## config.mk

```make
export PLATFORM = sky130hd
export DESIGN_NAME = fp_mul_flag_pipe_flat
export DESIGN_NICKNAME = d
export VERILOG_FILES = /design/src/rtl/fp_mul_flag_pipe_if.sv /design/src/rtl/fp_mul_flag_pipe.sv /design/src/flat_wrapper.sv
export SDC_FILE = /design/constraint.sdc
export NUM_CORES = 1
export LEC_CHECK = 0
export ABC_AREA = 1
export BUFFER_PORTS_ARGS = -buffer_cell sky130_fd_sc_hd__buf_2
export CORE_MARGIN = 3
export CORE_UTILIZATION = 40
export CTS_CLUSTER_DIAMETER = 120
export DETAILED_ROUTE_END_ITERATION = 6
export PLACE_DENSITY = 0.74
export SLEW_MARGIN = 20
export SYNTH_ARGS = -nofsm -noshare
export SYNTH_HDL_FRONTEND = slang
export SYNTH_SLANG_ARGS = --single-unit
```

## constraint.sdc

```tcl
create_clock -name clk -period 1.79 [get_ports clk]
set_input_delay 0.179 -clock clk [delete_from_list [all_inputs] [get_ports clk]]
set_output_delay 0.179 -clock clk [all_outputs]
set_load 0.005 [all_outputs]
```

## src/rtl/fp_mul_flag_pipe_if.sv

```systemverilog
// Bus bundle for the FP multiplier flag pipeline: input beat, output flags and sticky status.
// The master side is the producer/consumer around the pipeline; the slave side is the pipeline itself.
interface fp_mul_flag_pipe_if #(
  parameter int EW = 8,
  parameter int MW = 23
);
  logic          in_valid;
  logic          in_ready;
  logic [EW-1:0] a_exp;
  logic [MW-1:0] a_man;
  logic [EW-1:0] b_exp;
  logic [MW-1:0] b_man;
  logic          sign;
  logic [EW+1:0] prod_exp;
  logic          man_ones;
  logic [2:0]    lsb_grs;
  logic [1:0]    rmode;
  logic          out_valid;
  logic          out_ready;
  logic [8:0]    out_flags;
  logic [3:0]    status;
  logic          status_clr;

  modport master (
    output in_valid, a_exp, a_man, b_exp, b_man, sign, prod_exp, man_ones,
           lsb_grs, rmode, out_ready, status_clr,
    input  in_ready, out_valid, out_flags, status
  );

  modport slave (
    input  in_valid, a_exp, a_man, b_exp, b_man, sign, prod_exp, man_ones,
           lsb_grs, rmode, out_ready, status_clr,
    output in_ready, out_valid, out_flags, status
  );
endinterface

```

## src/rtl/fp_mul_flag_pipe.sv

```systemverilog
// Two-stage special-case / exception flag generator running beside the FP mantissa multiplier.
// Stage 1 classifies operands and picks the rounding increment; stage 2 resolves flags and status.
module fp_mul_flag_pipe #(
  parameter int EW  = 8,
  parameter int MW  = 23,
  parameter bit DAZ = 1'b0
) (
  input  logic              clk,
  input  logic              rst,
  fp_mul_flag_pipe_if.slave bus
);

  typedef struct packed {
    logic zero;
    logic sub;
    logic inf;
    logic nan;
    logic snan;
  } op_class_t;

  localparam logic signed [EW+1:0] EXP_LIMIT = (EW+2)'((1 << EW) - 1);
  localparam logic signed [EW+1:0] EXP_ZERO  = '0;

  // With DAZ a subnormal operand behaves exactly like a zero of the same sign.
  function automatic op_class_t classify(input logic [EW-1:0] e, input logic [MW-1:0] m);
    op_class_t c;
    logic ez, eh, mz;
    ez     = ~|e;
    eh     = &e;
    mz     = ~|m;
    c.zero = ez & (mz | DAZ);
    c.sub  = ez & ~mz & ~DAZ;
    c.inf  = eh & mz;
    c.nan  = eh & ~mz;
    c.snan = eh & ~mz & ~m[MW-1];
    return c;
  endfunction

  logic          adv;
  logic          handshake;

  op_class_t     a_cls_d;
  op_class_t     b_cls_d;
  logic          rnd_inc_d;
  logic          lsb_bit;
  logic          guard_bit;
  logic          sticky_bit;

  logic          s1_valid;
  op_class_t     s1_a;
  op_class_t     s1_b;
  logic          s1_rnd_inc;
  logic          s1_inexact_raw;
  logic [EW+1:0] s1_prod_exp;
  logic          s1_man_ones;

  logic          res_nan;
  logic          invalid;
  logic          res_inf;
  logic          res_zero;
  logic          res_sub;
  logic          special;
  logic          round_up;
  logic          overflow;
  logic          underflow;
  logic          inexact;
  logic [EW+1:0] e_fin;
  logic [8:0]    flags_d;

  logic          out_valid_q;
  logic [8:0]    flags_q;
  logic [3:0]    status_q;
  logic [3:0]    status_new;

  assign adv       = ~out_valid_q | bus.out_ready;
  assign handshake = out_valid_q & bus.out_ready;

  assign bus.in_ready  = adv;
  assign bus.out_valid = out_valid_q;
  assign bus.out_flags = flags_q;
  assign bus.status    = status_q;

  assign lsb_bit    = bus.lsb_grs[2];
  assign guard_bit  = bus.lsb_grs[1];
  assign sticky_bit = bus.lsb_grs[0];

  always_comb begin
    a_cls_d   = classify(bus.a_exp, bus.a_man);
    b_cls_d   = classify(bus.b_exp, bus.b_man);
    rnd_inc_d = 1'b0;
    case (bus.rmode)
      2'b00:   rnd_inc_d = guard_bit & (lsb_bit | sticky_bit);
      2'b01:   rnd_inc_d = 1'b0;
      2'b10:   rnd_inc_d = ~bus.sign & (guard_bit | sticky_bit);
      default: rnd_inc_d = bus.sign & (guard_bit | sticky_bit);
    endcase
  end

  // Special results suppress every rounding-related flag; only finite products see e_fin.
  always_comb begin
    res_nan   = s1_a.nan | s1_b.nan | (s1_a.zero & s1_b.inf) | (s1_a.inf & s1_b.zero);
    invalid   = s1_a.snan | s1_b.snan | (s1_a.zero & s1_b.inf) | (s1_a.inf & s1_b.zero);
    res_inf   = ~res_nan & (s1_a.inf | s1_b.inf);
    res_zero  = ~res_nan & ~res_inf & (s1_a.zero | s1_b.zero);
    special   = res_nan | res_inf | res_zero;
    res_sub   = ~special & (s1_a.sub | s1_b.sub);
    e_fin     = s1_prod_exp + (EW+2)'(s1_rnd_inc & s1_man_ones);
    round_up  = ~special & s1_rnd_inc;
    overflow  = ~special & ($signed(e_fin) >= EXP_LIMIT);
    underflow = ~special & ($signed(e_fin) <= EXP_ZERO);
    inexact   = ~special & (s1_inexact_raw | overflow);
    flags_d   = '0;
    if (s1_valid) begin
      flags_d = {invalid, res_nan, res_inf, res_zero, res_sub,
                 round_up, overflow, underflow, inexact};
    end
  end

  assign status_new = {flags_q[8], flags_q[2], flags_q[1], flags_q[0]};

  always_ff @(posedge clk) begin
    if (!rst) begin
      s1_valid       <= 1'b0;
      s1_a           <= '0;
      s1_b           <= '0;
      s1_rnd_inc     <= 1'b0;
      s1_inexact_raw <= 1'b0;
      s1_prod_exp    <= '0;
      s1_man_ones    <= 1'b0;
      out_valid_q    <= 1'b0;
      flags_q        <= '0;
    end else if (adv) begin
      s1_valid       <= bus.in_valid;
      s1_a           <= a_cls_d;
      s1_b           <= b_cls_d;
      s1_rnd_inc     <= rnd_inc_d;
      s1_inexact_raw <= guard_bit | sticky_bit;
      s1_prod_exp    <= bus.prod_exp;
      s1_man_ones    <= bus.man_ones;
      out_valid_q    <= s1_valid;
      flags_q        <= flags_d;
    end
  end

  // A clear coinciding with a handshake keeps only the flags of the beat leaving now.
  always_ff @(posedge clk) begin
    if (!rst) begin
      status_q <= '0;
    end else if (handshake) begin
      status_q <= (bus.status_clr ? 4'b0000 : status_q) | status_new;
    end else if (bus.status_clr) begin
      status_q <= '0;
    end
  end

endmodule

```

## src/flat_wrapper.sv

```systemverilog
// flat-port wrapper written by rule: the top's interface ports become plain ports
module fp_mul_flag_pipe_flat 
#(
  parameter int EW  = 8,
  parameter int MW  = 23,
  parameter bit DAZ = 1'b0
)
  (clk, rst, bus_in_valid, bus_a_exp, bus_a_man, bus_b_exp, bus_b_man, bus_sign, bus_prod_exp, bus_man_ones, bus_lsb_grs, bus_rmode, bus_out_ready, bus_status_clr, bus_in_ready, bus_out_valid, bus_out_flags, bus_status);
  fp_mul_flag_pipe_if #(.EW(EW), .MW(MW)) bus_i ();
  input  logic clk;
  input  logic rst;
  input wire logic [$bits(bus_i.in_valid)-1:0] bus_in_valid;
  input wire logic [$bits(bus_i.a_exp)-1:0] bus_a_exp;
  input wire logic [$bits(bus_i.a_man)-1:0] bus_a_man;
  input wire logic [$bits(bus_i.b_exp)-1:0] bus_b_exp;
  input wire logic [$bits(bus_i.b_man)-1:0] bus_b_man;
  input wire logic [$bits(bus_i.sign)-1:0] bus_sign;
  input wire logic [$bits(bus_i.prod_exp)-1:0] bus_prod_exp;
  input wire logic [$bits(bus_i.man_ones)-1:0] bus_man_ones;
  input wire logic [$bits(bus_i.lsb_grs)-1:0] bus_lsb_grs;
  input wire logic [$bits(bus_i.rmode)-1:0] bus_rmode;
  input wire logic [$bits(bus_i.out_ready)-1:0] bus_out_ready;
  input wire logic [$bits(bus_i.status_clr)-1:0] bus_status_clr;
  output wire logic [$bits(bus_i.in_ready)-1:0] bus_in_ready;
  output wire logic [$bits(bus_i.out_valid)-1:0] bus_out_valid;
  output wire logic [$bits(bus_i.out_flags)-1:0] bus_out_flags;
  output wire logic [$bits(bus_i.status)-1:0] bus_status;
  assign bus_i.in_valid = bus_in_valid;
  assign bus_i.a_exp = bus_a_exp;
  assign bus_i.a_man = bus_a_man;
  assign bus_i.b_exp = bus_b_exp;
  assign bus_i.b_man = bus_b_man;
  assign bus_i.sign = bus_sign;
  assign bus_i.prod_exp = bus_prod_exp;
  assign bus_i.man_ones = bus_man_ones;
  assign bus_i.lsb_grs = bus_lsb_grs;
  assign bus_i.rmode = bus_rmode;
  assign bus_i.out_ready = bus_out_ready;
  assign bus_i.status_clr = bus_status_clr;
  assign bus_in_ready = bus_i.in_ready;
  assign bus_out_valid = bus_i.out_valid;
  assign bus_out_flags = bus_i.out_flags;
  assign bus_status = bus_i.status;
  fp_mul_flag_pipe #(.EW(EW), .MW(MW), .DAZ(DAZ)) u_core (.clk(clk), .rst(rst), .bus(bus_i));
endmodule
```

== Yosys cells after proc, flatten, opt, wreduce, memory -nomap -nowiden ==
Cells that the tools add are included.

* Flip-flop bits (word level): 38

* Reductions and logical operators: 11
* Bitwise logic cells: 48
* Add/sub/neg operators: 1
* Equality and inequality tests: 2
* Muxes and demuxes: 4
* $lt $le $gt $ge: 2

{| class="wikitable"
|+ Operators with widths
! kind !! number
|-
| $reduce_or 23->1 || 2
|-
| $and 1x1->1 || 25
|-
| $reduce_and 8->1 || 2
|-
| $reduce_or 8->1 || 2
|-
| $or 1x1->1 || 15
|-
| $add 10x10->10 || 1
|-
| $ge 10x9->1 const B || 1
|-
| $le 10x1->1 const B || 1
|-
| $mux 9 || 1
|-
| $mux 4 || 2
|-
| $not 1->1 || 7
|-
| $logic_not 1->1 || 4
|-
| $or 4x4->4 || 1
|-
| $pmux 1 s3 || 1
|-
| $eq 2x1->1 const B || 1
|-
| $eq 2x2->1 const B || 1
|-
| $logic_not 2->1 || 1
|}

== Depth between registers and ports, before layout ==
Gate-level depths: netlist of the first run.

* Depth after elaboration: 14
* Gate-level depth with buffers: 16

== Worst setup path after synthesis of the first run ==
Ideal clock, no wire load.

* Path kind: reg-to-reg
* Start: register u_core.s1_rnd_inc
* End: register u_core.flags_q[0], in the netlist u_core.bus.out_flags[0]
* Data required time: 1658 ps
* Setup slack: 130 ps
* Buffers on the path: 0
* Period minus slack after synthesis: 1660 ps
* Arrival time: 1528 ps
* Stages on the path, launching flop included: 16
* Cells stage by stage: dfxtp_1 > nand2_1 > inv_1 > ha_1 > ha_1 > nand2_2 > nor2_2 > nand3_1 > nand2_1 > nand2_1 > nor2_2 > nor2_2 > nand2_1 > nand2_1 > nand2_1 > a21oi_2

* Longest elaborated chain between the ends: 7

{| class="wikitable"
|+ Ends and longest elaborated chain
! what !! line !! text
|-
| start: declaration || fp_mul_flag_pipe.sv:52 || <nowiki>logic s1_rnd_inc;</nowiki>
|-
| start signal: assignment || fp_mul_flag_pipe.sv:136 || <nowiki>s1_rnd_inc <= rnd_inc_d;</nowiki>
|-
| $and 1x1->1 || fp_mul_flag_pipe.sv:107 || <nowiki>e_fin = s1_prod_exp + (EW+2)'(s1_rnd_inc & s1_man_ones);</nowiki>
|-
| $add 10x10->10 || fp_mul_flag_pipe.sv:107 ||
|-
| $ge 10x9->1 || fp_mul_flag_pipe.sv:109 || <nowiki>overflow = ~special & ($signed(e_fin) >= EXP_LIMIT);</nowiki>
|-
| $and 1x1->1 || fp_mul_flag_pipe.sv:109 ||
|-
| $or 1x1->1 || fp_mul_flag_pipe.sv:111 || <nowiki>inexact = ~special & (s1_inexact_raw | overflow);</nowiki>
|-
| $and 1x1->1 || fp_mul_flag_pipe.sv:111 ||
|-
| $mux 9 || fp_mul_flag_pipe.sv:113 || <nowiki>if (s1_valid) begin</nowiki>
|-
| end signal: assignment || fp_mul_flag_pipe.sv:141 || <nowiki>flags_q <= flags_d;</nowiki>
|-
| end: declaration || fp_mul_flag_pipe.sv:71 || <nowiki>logic [8:0] flags_q;</nowiki>
|}

No other way between the ends.
A chain may end at the register's enable or synchronous reset.

== Worst setup path in the final report of the first run ==
Same ends and word-level chain as after synthesis.

==> implementation parameters, run 1 <==
Parameter                              Value

Outcome
  Status ... finished, final reports clean

Clocking
  Clock net sink count ... 38
  Count of hold-fix buffers inserted at cts ... 0
  Clock buffers created by TritonCTS ... 5
  Clock tree root buffer cell ... sky130_fd_sc_hd__clkbuf_8
  Worst-Skew Late Latency ... 280 ps
  Htree depth ... 2
  Clock transition at the registers of the reported paths ... 70 ps
  CTS tree ... done
  Maximum clock insertion buffer count ... 2

GRT
  Total track usage ... 0.1761
  Number of antenna violations at the first check in global routing ... 0
  Remaining global-route overflow ... 0
  Pin count of the biggest net entering global routing ... 29
  Number of global-route vias before repair ... 1911
  First-pass GRT wire length ... 7.824 mm

Logic synthesis
  Number of different library cells in the post-synthesis netlist ... 33
  Number of flip-flops and latches in the synthesized netlist ... 38
  Number of nets produced by synthesis ... 375
  Dominant cell type by area after synthesis ... sky130_fd_sc_hd__dfxtp_1
  Cell types with the largest area share after synthesis ... sky130_fd_sc_hd__dfxtp_1, sky130_fd_sc_hd__nand2_1, sky130_fd_sc_hd__a21oi_1
  Post-synthesis sequential area ratio ... 0.3895
  Synthesized area per cell ... 6.758 µm²
  Area share of the largest cell type after synthesis ... 0.3895
  Synth Instances ... 289
  Netlist Area Pre-Place ... 1953 µm²
  Synth warnings ... 0

Worst setup path
  Capturing element type of the critical path ... register
  Data arrival time of the critical path ... 1880 ps
  Endpoint required time on the critical path ... 2010 ps
  Depth of the most critical reg-to-reg path ... 14
  Startpoint type of the worst setup path ... register
  Endpoint of the most critical register-to-register path ... u_core.bus.out_flags[0]
  Maximum single-stage delay on the critical path ... 350 ps
  Reg-to-Reg Start ... u_core.s1_rnd_inc
  Flop-to-flop setup slack ... 130 ps
  Cell with the largest stage delay on the worst path ... sky130_fd_sc_hd__dfxtp_2
  Worst setup path category ... reg -> reg
  Worst-path cell chain ... nand2_2, inv_2, ha_4, ha_4, nand2_4, o21bai_1, nand2_1, nor2_1, nand2_1, nand2_1, nand2_1, nand2_1, nand2_1, a21oi_2
  Critical path's most frequent cell ... sky130_fd_sc_hd__nand2_1
  Largest fanout on the critical path ... 4

STA
  Count of final max-slew check failures ... 0
  Final-layout worst hold slack ... 143.7 ps
  Crit path time final ... 1663 ps
  Tightest Pin Transition ... 383.3 ps
  Setup violation total in the final timing report ... 0
  Post-route clock skew ... 5.100 ps
  Final Hold Vio Count ... 0
  Tcrit/Tclk final ... 0.9293
  Maximum clock rate ... 0.6012 GHz
  Worst slew slack as a fraction of its limit ... 0.7421
  RSZ-0062 raised after global routing ... yes

Layout
  Final non-filler cell total ... 457
  Final layout net count ... 478
  Area occupied by registers ... 763.2 µm²
  Layout area overhead ... 38.76%
  Proportion of layout cells with a drive suffix above 1 ... 0.3546
  Fill cell count ... 425
  Area occupied by multi-input gates ... 1124 µm²
  Diode insertion count for antenna repair ... 0

Placement
  Routability congestion estimate ... 0.8071
  IO buf count ... 98
  Inst Count DP ... 450
  Sum of net half-perimeters after detailed placement ... 3.955 mm

Power and ir drop
  Clock group share of total power ... 0.388
  Power Density ... 691.5 nW/µm²
  Combinational share of power ... 0.132
  Leakage power summed over all cells ... 1.254 nW
  Sequential group share of total power ... 0.481
  IR Drop Worst-Case VDD ... 0.3768 mV
  Post-layout power ... 0.001874 W
  Switching part of the total ... 0.2302
  Cell internal pwr ... 0.001443 W
  NetSw ... 0.0004315 W

Drt
  First-pass DRT Iterations ... 4
  Routed Antenna Nets ... 0
  Total length of routed wires ... 4.922 mm
  Post-route DRC ... 0
  Detailed Route Iter0 Violations ... 80
  DR vias/cell ... 4.783
  Average wire per standard cell ... 10.77 µm
  Count of vias placed by the detailed router ... 2186

Die
  Ports ... 99
  Initial Utilization ... 0.4307
  Core footprint ... 4534 µm²
  Overall die height ... 75.88 µm
  Area enclosed by the die boundary ... 5757 µm²
  Number of rows in the core area ... 24
  Floorplan die width ... 75.88 µm

Worst hold path
  Critical hold path startpoint ... bus_prod_exp[1]
  Cell depth of the worst min-delay path ... 3
  Worst Hold Endpoint ... u_core.s1_prod_exp[1]
  Min-Delay Path Class ... in -> reg

Run
  MaxCap Viol Count ... 0
-- synth_stat cells, drive strengths merged --
master,count
a21oi,33
and2,4
and3,1
buf,6
clkbuf,2
clkinv,1
dfxtp,38
ha,2
inv,24
nand2,75
nand3,17
nand3b,3
nand4,6
nor2,34
nor3,5
nor4,11
o211ai,1
o21ai,16
o21bai,1
o311ai,1
o31ai,1
or2,5
xnor2,1
xor2,1
-- routing by layer --
metal | up-vias | track usage | wire (µm)
met5 | - | 0 | 0
met1 | 932 | 0.2157 | 2157
met2 | 87 | 0.2994 | 2350
met3 | 2 | 0.04881 | 378
met4 | 0 | 0.05243 | 36
li1 | 1165 | - | -
-- metrics by stage --
stage | util | instance area, µm² | TNS [ps] | setup slack [ps]
after floorplan | - | 1953 | 0 | 130.0
after global placement | 0.5596 | 2537 | 0 | 116.3
after detailed placement | 0.5596 | 2537 | 0 | 25.46
after CTS | 0.5844 | 2650 | 0 | 13.13
after global routing | 0.5977 | 2710 | -76.88 | -48.92
final | 0.5977 | 2710 | 0 | 126.6
-- sequential cells by signal, indices dropped and copies added, names as in the netlist --
| name | flops |
|---|---|
| u_core.s1_man_ones | 1 |
| u_core.s1_a | 5 |
| u_core.bus.out_valid | 1 |
| u_core.s1_prod_exp | 10 |
| u_core.s1_b | 5 |
| u_core.bus.out_flags | 9 |
| u_core.s1_rnd_inc | 1 |
| u_core.s1_valid | 1 |
| u_core.bus.status | 4 |
| u_core.s1_inexact_raw | 1 |
-- layout make-up --
| cell class | instances | share of cell area |
|---|---|---|
| clock buffer | 6 | 0.03047 |
| clock inverter | 1 | 0.01108 |
| inverter | 25 | 0.03463 |
| multi-input combinational | 218 | 0.4146 |
| sequential | 38 | 0.2816 |
| tap | 65 | 0.03001 |
| timing repair buffer | 104 | 0.1976 |
-- worst max path at each step --
| stage | startpoint | end | slack (ps) | depth (start not counted) |
|---|---|---|---|---|
| 2_1_floorplan | u_core.s1_rnd_inc | u_core.bus.out_flags[0] | 130 | 15 |
| 3_3_place_gp | u_core.s1_rnd_inc | u_core.bus.out_flags[0] | 120 | 15 |
| 3_5_place_dp | u_core.s1_rnd_inc | u_core.bus.out_flags[1] | 30 | 14 |
| 4_1_cts | u_core.s1_rnd_inc | u_core.bus.out_flags[1] | 10 | 14 |
| 5_1_grt | u_core.s1_rnd_inc | u_core.bus.out_flags[0] | -50 | 16 |
| 6_report | u_core.s1_rnd_inc | u_core.bus.out_flags[0] | 130 | 14 |
-- repair_timing --
item / 4_1_cts / 5_1_grt
setup endpoints to repair: 0 / 3
resized for setup: 0 / 18
buffers inserted: 0 / 0
-- cells in the final DEF, fill, tap and decap left out, drive strengths merged --
cell / instances
buf: 104
ha: 2
nor2: 34
clkbuf: 6
a21oi: 33
nand2: 75
and2: 4
o211ai: 1
dfxtp: 38
xor2: 1
xnor2: 1
bufinv: 1
nor3: 5
o31ai: 1
o311ai: 1
o21ai: 16
nand4: 6
and3: 1
or2: 5
nor4: 11
nand3b: 3
clkinv: 1
inv: 24
o21bai: 1
nand3: 17
-- critical path, delay by kind of cell (launching register included) --
family	cells	cell delay, ps
DFF	1	350
and+or+nand+nor	9	640
adders and majority gates	2	290
AOI/OAI and AO/OA	2	270
buffers and inverters	1	60
-- logic make-up (layout without fill, tap and decap cells) --
logic type	after synthesis	in the layout	synth area share
buffers and inverters	33	136	0.06598
adders and majority gates	2	2	0.01281
AOI/OAI and AO/OA	53	53	0.1454
xor gates and xnor gates	2	2	0.008970
and+or+nand+nor	161	161	0.3773
DFF	38	38	0.3895
-- power by group through the flow --
stage                     clock, W  combinational [W]  sequential [W]
after detailed placement         0           0.000241        0.000915
after global routing      0.000778           0.000283        0.000904
final                     0.000726           0.000247        0.000901
after floorplan                  0           0.000116        0.000910
after global placement           0           0.000237        0.000914
after CTS                 0.000744           0.000242        0.000895
Power figures use the tool's default switching activity.
==> run 2, diff against run 1 <==
PLACE_DENSITY = 0.85   (was 0.74)
==> implementation parameters, run 2 (synthesized netlist as in run 1, its figures left out) <==
Parameter                              Value

Worst hold path
  Critical hold path startpoint ... bus_prod_exp[0]
  Cell depth of the worst min-delay path ... 3
  Worst Hold Endpoint ... u_core.s1_prod_exp[0]
  Min-Delay Path Class ... in -> reg

GRT
  Pin count of the biggest net entering global routing ... 23
  Remaining global-route overflow ... 0
  Number of global-route vias before repair ... 2093
  First-pass GRT wire length ... 8.383 mm
  Total track usage ... 0.1890
  Number of antenna violations at the first check in global routing ... 0

Layout
  Diode insertion count for antenna repair ... 0
  Final layout net count ... 478
  Number of flip-flops in the largest register ... 10
  Utilization after layout ... 0.6054
  Commonest cells after routing, fill and taps aside ... sky130_fd_sc_hd__buf_2, sky130_fd_sc_hd__nand2_1, sky130_fd_sc_hd__dfxtp_1, sky130_fd_sc_hd__a21oi_1, sky130_fd_sc_hd__nor2_1
  Total non-filler cell area in the finished layout ... 2745 µm²
  Commonest non-fill, non-tap cell in the layout ... sky130_fd_sc_hd__buf_2
  Register with the highest flop count ... u_core.s1_prod_exp
  Layout area overhead ... 40.55%
  Proportion of layout cells with a drive suffix above 1 ... 0.3537

Die
  Overall die height ... 75.88 µm
  Core footprint ... 4534 µm²
  Floorplan die width ... 75.88 µm
  Initial Utilization ... 0.4307
  Ports ... 99
  Area enclosed by the die boundary ... 5757 µm²
  Number of rows in the core area ... 24

Worst setup path
  Largest fanout on the critical path ... 4
  Startpoint type of the worst setup path ... register
  Data arrival time of the critical path ... 1900 ps
  Capturing element type of the critical path ... register
  Endpoint required time on the critical path ... 2020 ps
  Depth of the most critical reg-to-reg path ... 15
  Worst setup path category ... reg -> reg
  Endpoint of the most critical register-to-register path ... u_core.bus.out_flags[0]
  Reg-to-Reg Start ... u_core.s1_rnd_inc
  Flop-to-flop setup slack ... 110 ps

Run
  MaxCap Viol Count ... 0

Clocking
  Clock buffers created by TritonCTS ... 5
  Clock net sink count ... 38
  Htree depth ... 2
  Clock tree root buffer cell ... sky130_fd_sc_hd__clkbuf_8
  Maximum clock insertion buffer count ... 2
  Worst-Skew Late Latency ... 290 ps
  Clock transition at the registers of the reported paths ... 80 ps
  CTS tree ... done

STA
  Crit path time final ... 1677 ps
  Count of final max-slew check failures ... 0
  Final Hold Vio Count ... 0
  Tightest Pin Transition ... 385.6 ps
  Final-layout worst hold slack ... 140.7 ps
  Worst slew slack as a fraction of its limit ... 0.7406
  Crit path setup slack, layout ... 113.1 ps
  Tcrit/Tclk final ... 0.9368
  Setup violation total in the final timing report ... 0
  Post-route clock skew ... 6.082 ps
  Maximum clock rate ... 0.5963 GHz

Drt
  Total length of routed wires ... 5.463 mm
  Routed Antenna Nets ... 0
  Post-route DRC ... 0
  Average wire per standard cell ... 11.93 µm
  DR vias/cell ... 4.954
  First-pass DRT Iterations ... 4
  Detailed Route Iter0 Violations ... 88
  Count of vias placed by the detailed router ... 2269

Placement
  Sum of net half-perimeters after detailed placement ... 4.273 mm
  Worst slack, placed ... 35.21 ps
  IO buf count ... 98
  Routability congestion estimate ... 0.8625
  Post-placement cell area ... 2537 µm²

Power and ir drop
  IR Drop Worst-Case VDD ... 0.4690 mV
  Leakage power summed over all cells ... 1.269 nW
  Power Density ... 752.0 nW/µm²
  Post-layout power ... 0.002064 W

Outcome
  Status ... finished, final reports clean
[run 2: final cells by class]
cell class / instances / area [µm²]
fill: 413 / 1789
multi-input combinational: 218 / 1129
sequential: 38 / 763.2
timing repair buffer: 104 / 535.5
inverter: 25 / 93.84
clock buffer: 6 / 82.58
tap: 65 / 81.33
clock inverter: 2 / 60.06
[run 2: report_power, final]
part           switching, W  internal (W)  total [W]
registers         0.0000280      0.000873   0.000900
clock network      0.000312      0.000595   0.000907
logic              0.000131      0.000125   0.000257
total              0.000472       0.00159    0.00206
[run 2: critical path: stages, from the launching register on]
cell	delay, ps
sky130_fd_sc_hd__dfxtp_2	340
sky130_fd_sc_hd__nand2_2	60
sky130_fd_sc_hd__inv_2	40
sky130_fd_sc_hd__ha_4	160
sky130_fd_sc_hd__ha_4	170
sky130_fd_sc_hd__nand2_4	100
sky130_fd_sc_hd__nand2_2	80
sky130_fd_sc_hd__nor2_2	110
sky130_fd_sc_hd__nand2_1	60
sky130_fd_sc_hd__nor2_1	90
sky130_fd_sc_hd__nand2_1	60
sky130_fd_sc_hd__nand2_1	70
sky130_fd_sc_hd__nand2_1	60
sky130_fd_sc_hd__nand2_1	50
sky130_fd_sc_hd__nand2_1	50
sky130_fd_sc_hd__a21oi_2	110
[run 2: how the worst max path moves through the flow]
stage | start | endpoint | slack, ps
finish | u_core.s1_rnd_inc | u_core.bus.out_flags[0] | 110
global route | u_core.s1_rnd_inc | u_core.bus.out_flags[0] | -10
CTS | u_core.s1_rnd_inc | u_core.bus.out_flags[0] | 10
detailed placement | u_core.s1_rnd_inc | u_core.bus.out_flags[0] | 40
global placement | u_core.s1_rnd_inc | u_core.bus.out_flags[0] | 110
floorplan | u_core.s1_rnd_inc | u_core.bus.out_flags[0] | 130
[run 2: what timing repair did]
item / 4_1_cts / 5_1_grt
hold buffers: 0 / 0
endpoints found under the setup margin: 2 / 3
buffers inserted: 0 / 0
gates resized for setup: 1 / 17
pin swaps: 0 / 5
[run 2: through the flow]
step                TNS [ps]  cells
finish                     0    458
detailed placement         0    450
floorplan                  0    289
global route          -14.29    458
CTS                        0    458
global placement           0    450
[run 2: routing by layer]
metal,part of all wire,GRT usage,vias up
met5,0,0,-
met4,0.018,0.05049,0
met3,0.064,0.05013,12
met2,0.51,0.3584,89
met1,0.41,0.2040,1003
li1,-,-,1165
==> run 3, diff against run 2 <==
ABC_AREA = default   (was 1)
PLACE_DENSITY = 0.82   (was 0.85)
clock period = 2.1 ns   (was 1.79 ns; I/O delays follow)
==> implementation parameters, run 3 <==
Parameter                              Value

Drt
  Post-route DRC ... 0
  Highest layer used for signal routing ... met4
  Count of vias placed by the detailed router ... 2172
  DR vias/cell ... 5.324
  First-pass DRT Iterations ... 4
  Routed Antenna Nets ... 0
  Routed metal-1 wirelength ... 2.106 mm
  Detailed Route Iter0 Violations ... 108
  Wire length on met2 ... 2.399 mm
  Average wire per standard cell ... 12.18 µm
  Total length of routed wires ... 4.969 mm
  Total length of routed met3 wires ... 361 µm

Clocking
  CTS tree ... done
  Clock transition at the registers of the reported paths ... 70 ps
  Htree depth ... 2
  Clock buffers created by TritonCTS ... 5
  Clock net sink count ... 38
  Worst-Skew Late Latency ... 280 ps
  Clock tree root buffer cell ... sky130_fd_sc_hd__clkbuf_8
  Count of hold-fix buffers inserted at cts ... 0
  Maximum clock insertion buffer count ... 2

GRT
  Total track usage ... 0.1702
  Remaining global-route overflow ... 0
  First-pass GRT wire length ... 8.328 mm
  Number of global-route vias before repair ... 1994
  Pin count of the biggest net entering global routing ... 43
  Number of antenna violations at the first check in global routing ... 0

Placement
  Sum of net half-perimeters after detailed placement ... 3.888 mm
  IO buf count ... 98
  Inst Count DP ... 400
  Routability congestion estimate ... 0.8719
  Worst slack, placed ... 190.8 ps

Layout
  Fill cell count ... 435
  Commonest non-fill, non-tap cell in the layout ... sky130_fd_sc_hd__buf_2
  Layout area overhead ... 31.60%
  Final non-filler cell total ... 408
  Proportion of layout cells with a drive suffix above 1 ... 0.3460
  Number of flip-flops in the largest register ... 10
  Register with the highest flop count ... u_core.s1_prod_exp
  Commonest cells after routing, fill and taps aside ... sky130_fd_sc_hd__buf_2, sky130_fd_sc_hd__nand2_1, sky130_fd_sc_hd__dfxtp_1, sky130_fd_sc_hd__a21boi_0, sky130_fd_sc_hd__nor4_1
  Final layout net count ... 426
  Diode insertion count for antenna repair ... 0

Logic synthesis
  Largest family of logic cells by synthesized area ... simple AND/OR/NAND/NOR gates
  Post-synth ARST share ... 0
  Synthesized area per cell ... 8.128 µm²
  Post-synthesis sequential area ratio ... 0.3805
  Number of nets produced by synthesis ... 332
  Number of flip-flops and latches in the synthesized netlist ... 38
  Netlist Area Pre-Place ... 1999 µm²
  Adder-cell area share of the yosys netlist ... 0.01252
  Synth warnings ... 0
  Top cells by instance count after synthesis ... sky130_fd_sc_hd__nand2_1, sky130_fd_sc_hd__dfxtp_1, sky130_fd_sc_hd__a21boi_0
  Synth Instances ... 246
  Number of different library cells in the post-synthesis netlist ... 44
  Number of flops mapped to enable cells by yosys ... 0
  Synthesized-area fraction occupied by and/or/nand/nor cells ... 0.3223
  Cell types with the largest area share after synthesis ... sky130_fd_sc_hd__dfxtp_1, sky130_fd_sc_hd__nand2_1, sky130_fd_sc_hd__a21boi_0
  Mux contribution to synthesized area ... 0
  Area share of the largest cell type after synthesis ... 0.3805
  XOR/XNOR Fraction of Synth Area ... 0.02190
  Compound-cell area share of the yosys netlist ... 0.2159
  Main flop type after synthesis ... sky130_fd_sc_hd__dfxtp_1
  Dominant cell type by area after synthesis ... sky130_fd_sc_hd__dfxtp_1
  Most frequently used cell type in the post-synthesis netlist ... sky130_fd_sc_hd__nand2_1

Worst setup path
  Worst setup path endpoint ... u_core.bus.out_flags[1]
  Capturing element type of the critical path ... register
  Flop-to-flop setup slack ... 220 ps
  Data arrival time of the critical path ... 2110 ps
  Worst setup path category ... reg -> reg
  Endpoint of the most critical register-to-register path ... u_core.bus.out_flags[1]
  Depth of the most critical reg-to-reg path ... 8
  Cell with the largest stage delay on the worst path ... sky130_fd_sc_hd__dfxtp_1
  Critical path's most frequent cell ... sky130_fd_sc_hd__nor4_1
  Largest fanout on the critical path ... 9
  Startpoint type of the worst setup path ... register
  Worst-path cell chain ... and2_1, ha_1, ha_2, xor2_1, nor4_1, a21oi_2, nor4_1, a21o_1
  Reg-to-Reg Start ... u_core.s1_man_ones
  Endpoint required time on the critical path ... 2330 ps
  Maximum single-stage delay on the critical path ... 310 ps
  Startpoint of the most critical setup path ... u_core.s1_man_ones

STA
  Setup violation total in the final timing report ... 0
  Final-layout worst hold slack ... 168.1 ps
  Tightest Pin Transition ... 574.3 ps
  Final Hold Vio Count ... 0
  Tcrit/Tclk final ... 0.8930
  Count of final max-slew check failures ... 0
  Crit path setup slack, layout ... 224.6 ps
  Maximum clock rate ... 0.5332 GHz
  Post-route clock skew ... 4.292 ps
  RSZ-0062 raised after global routing ... no
  Worst slew slack as a fraction of its limit ... 0.6172
  Total Negative Setup Slacks ... 0 ps
  Crit path time final ... 1875 ps

Die
  Floorplan die width ... 76.70 µm
  Core footprint ... 4786 µm²
  Overall die height ... 76.70 µm
  Number of rows in the core area ... 25
  Ports ... 99
  Area enclosed by the die boundary ... 5883 µm²
  Initial Utilization ... 0.4178

Power and ir drop
  Power Density ... 587.8 nW/µm²
  Leakage power summed over all cells ... 1.107 nW
  IR Drop Worst-Case VDD ... 0.2898 mV

Outcome
  Status ... finished, final reports clean

Worst hold path
  Min-Delay Path Class ... in -> reg
  Critical hold path startpoint ... bus_prod_exp[8]

Run
  MaxCap Viol Count ... 0
run 3: cell count changes after synthesis, sizes merged, moves of 11 or more:
cell    previous run  this run
a21boi             0        18
a21oi             33         4
inv               24         4
nand2             75        41
nand3             17         6
nor2              34         9
nor2b              0        12
run 3: layer usage:
metal	up-vias	track usage
met5	-	0
met4	0	0.08696
met3	11	0.03756
met2	93	0.2779
met1	969	0.2096
li1	1099	-
run 3: area by class of cell:
| class | instances | area, µm² | area share |
|---|---|---|---|
| Inverter | 4 | 15.01 | 0.005706 |
| Sequential cell | 38 | 760.7 | 0.2891 |
| Multi-Input combinational cell | 190 | 1150 | 0.4370 |
| Timing Repair Buffer | 101 | 513.0 | 0.1950 |
| Clock inverter | 3 | 40.04 | 0.01522 |
| Tap cell | 67 | 83.83 | 0.03186 |
| Clock buffer | 5 | 68.82 | 0.02615 |
run 3: timing repair:
item | CTS | global route
setup endpoints to repair | 0 | 1
resized for setup | 0 | 1
buffers inserted | 0 | 0
run 3: how the worst min path moves through the flow:
stage | endpoint | depth (start not counted)
after floorplan | u_core.s1_prod_exp[0] | 2
after global placement | u_core.bus.out_flags[4] | 2
after detailed placement | u_core.s1_prod_exp[0] | 2
after CTS | u_core.s1_prod_exp[8] | 3
after global routing | u_core.s1_prod_exp[2] | 3
final | u_core.s1_prod_exp[8] | 3
run 3: kinds of logic after synthesis:
logic type | after synthesis
adders and majority gates | 2
DFF | 38
AOI/OAI and AO/OA | 59
and+or+nand+nor | 124
xor gates and xnor gates | 5
buffers and inverters | 18
run 3: critical path, delay by kind of cell, from the launching register on:
family,cells,cell delay (ps)
xor+xnor,1,160
flops,1,310
compound gates,2,180
fa+ha+maj,2,470
simple gates,3,700
run 3: power by group:
group / switching (W) / internal, W / total, W
Clock: 0.000244 / 0.000349 / 0.000593
Combinational: 0.0000834 / 0.000104 / 0.000187
Sequential: 0.0000256 / 0.000741 / 0.000766
run 3: stage by stage:
stage | cell area, µm² | utilization | power, W
after floorplan | 1999 | - | 0.0008628
after global placement | 2520 | 0.5265 | 0.0009637
after detailed placement | 2520 | 0.5265 | 0.0009699
after CTS | 2629 | 0.5493 | 0.001558
after global routing | 2631 | 0.5498 | 0.001616
final | 2631 | 0.5498 | 0.001547
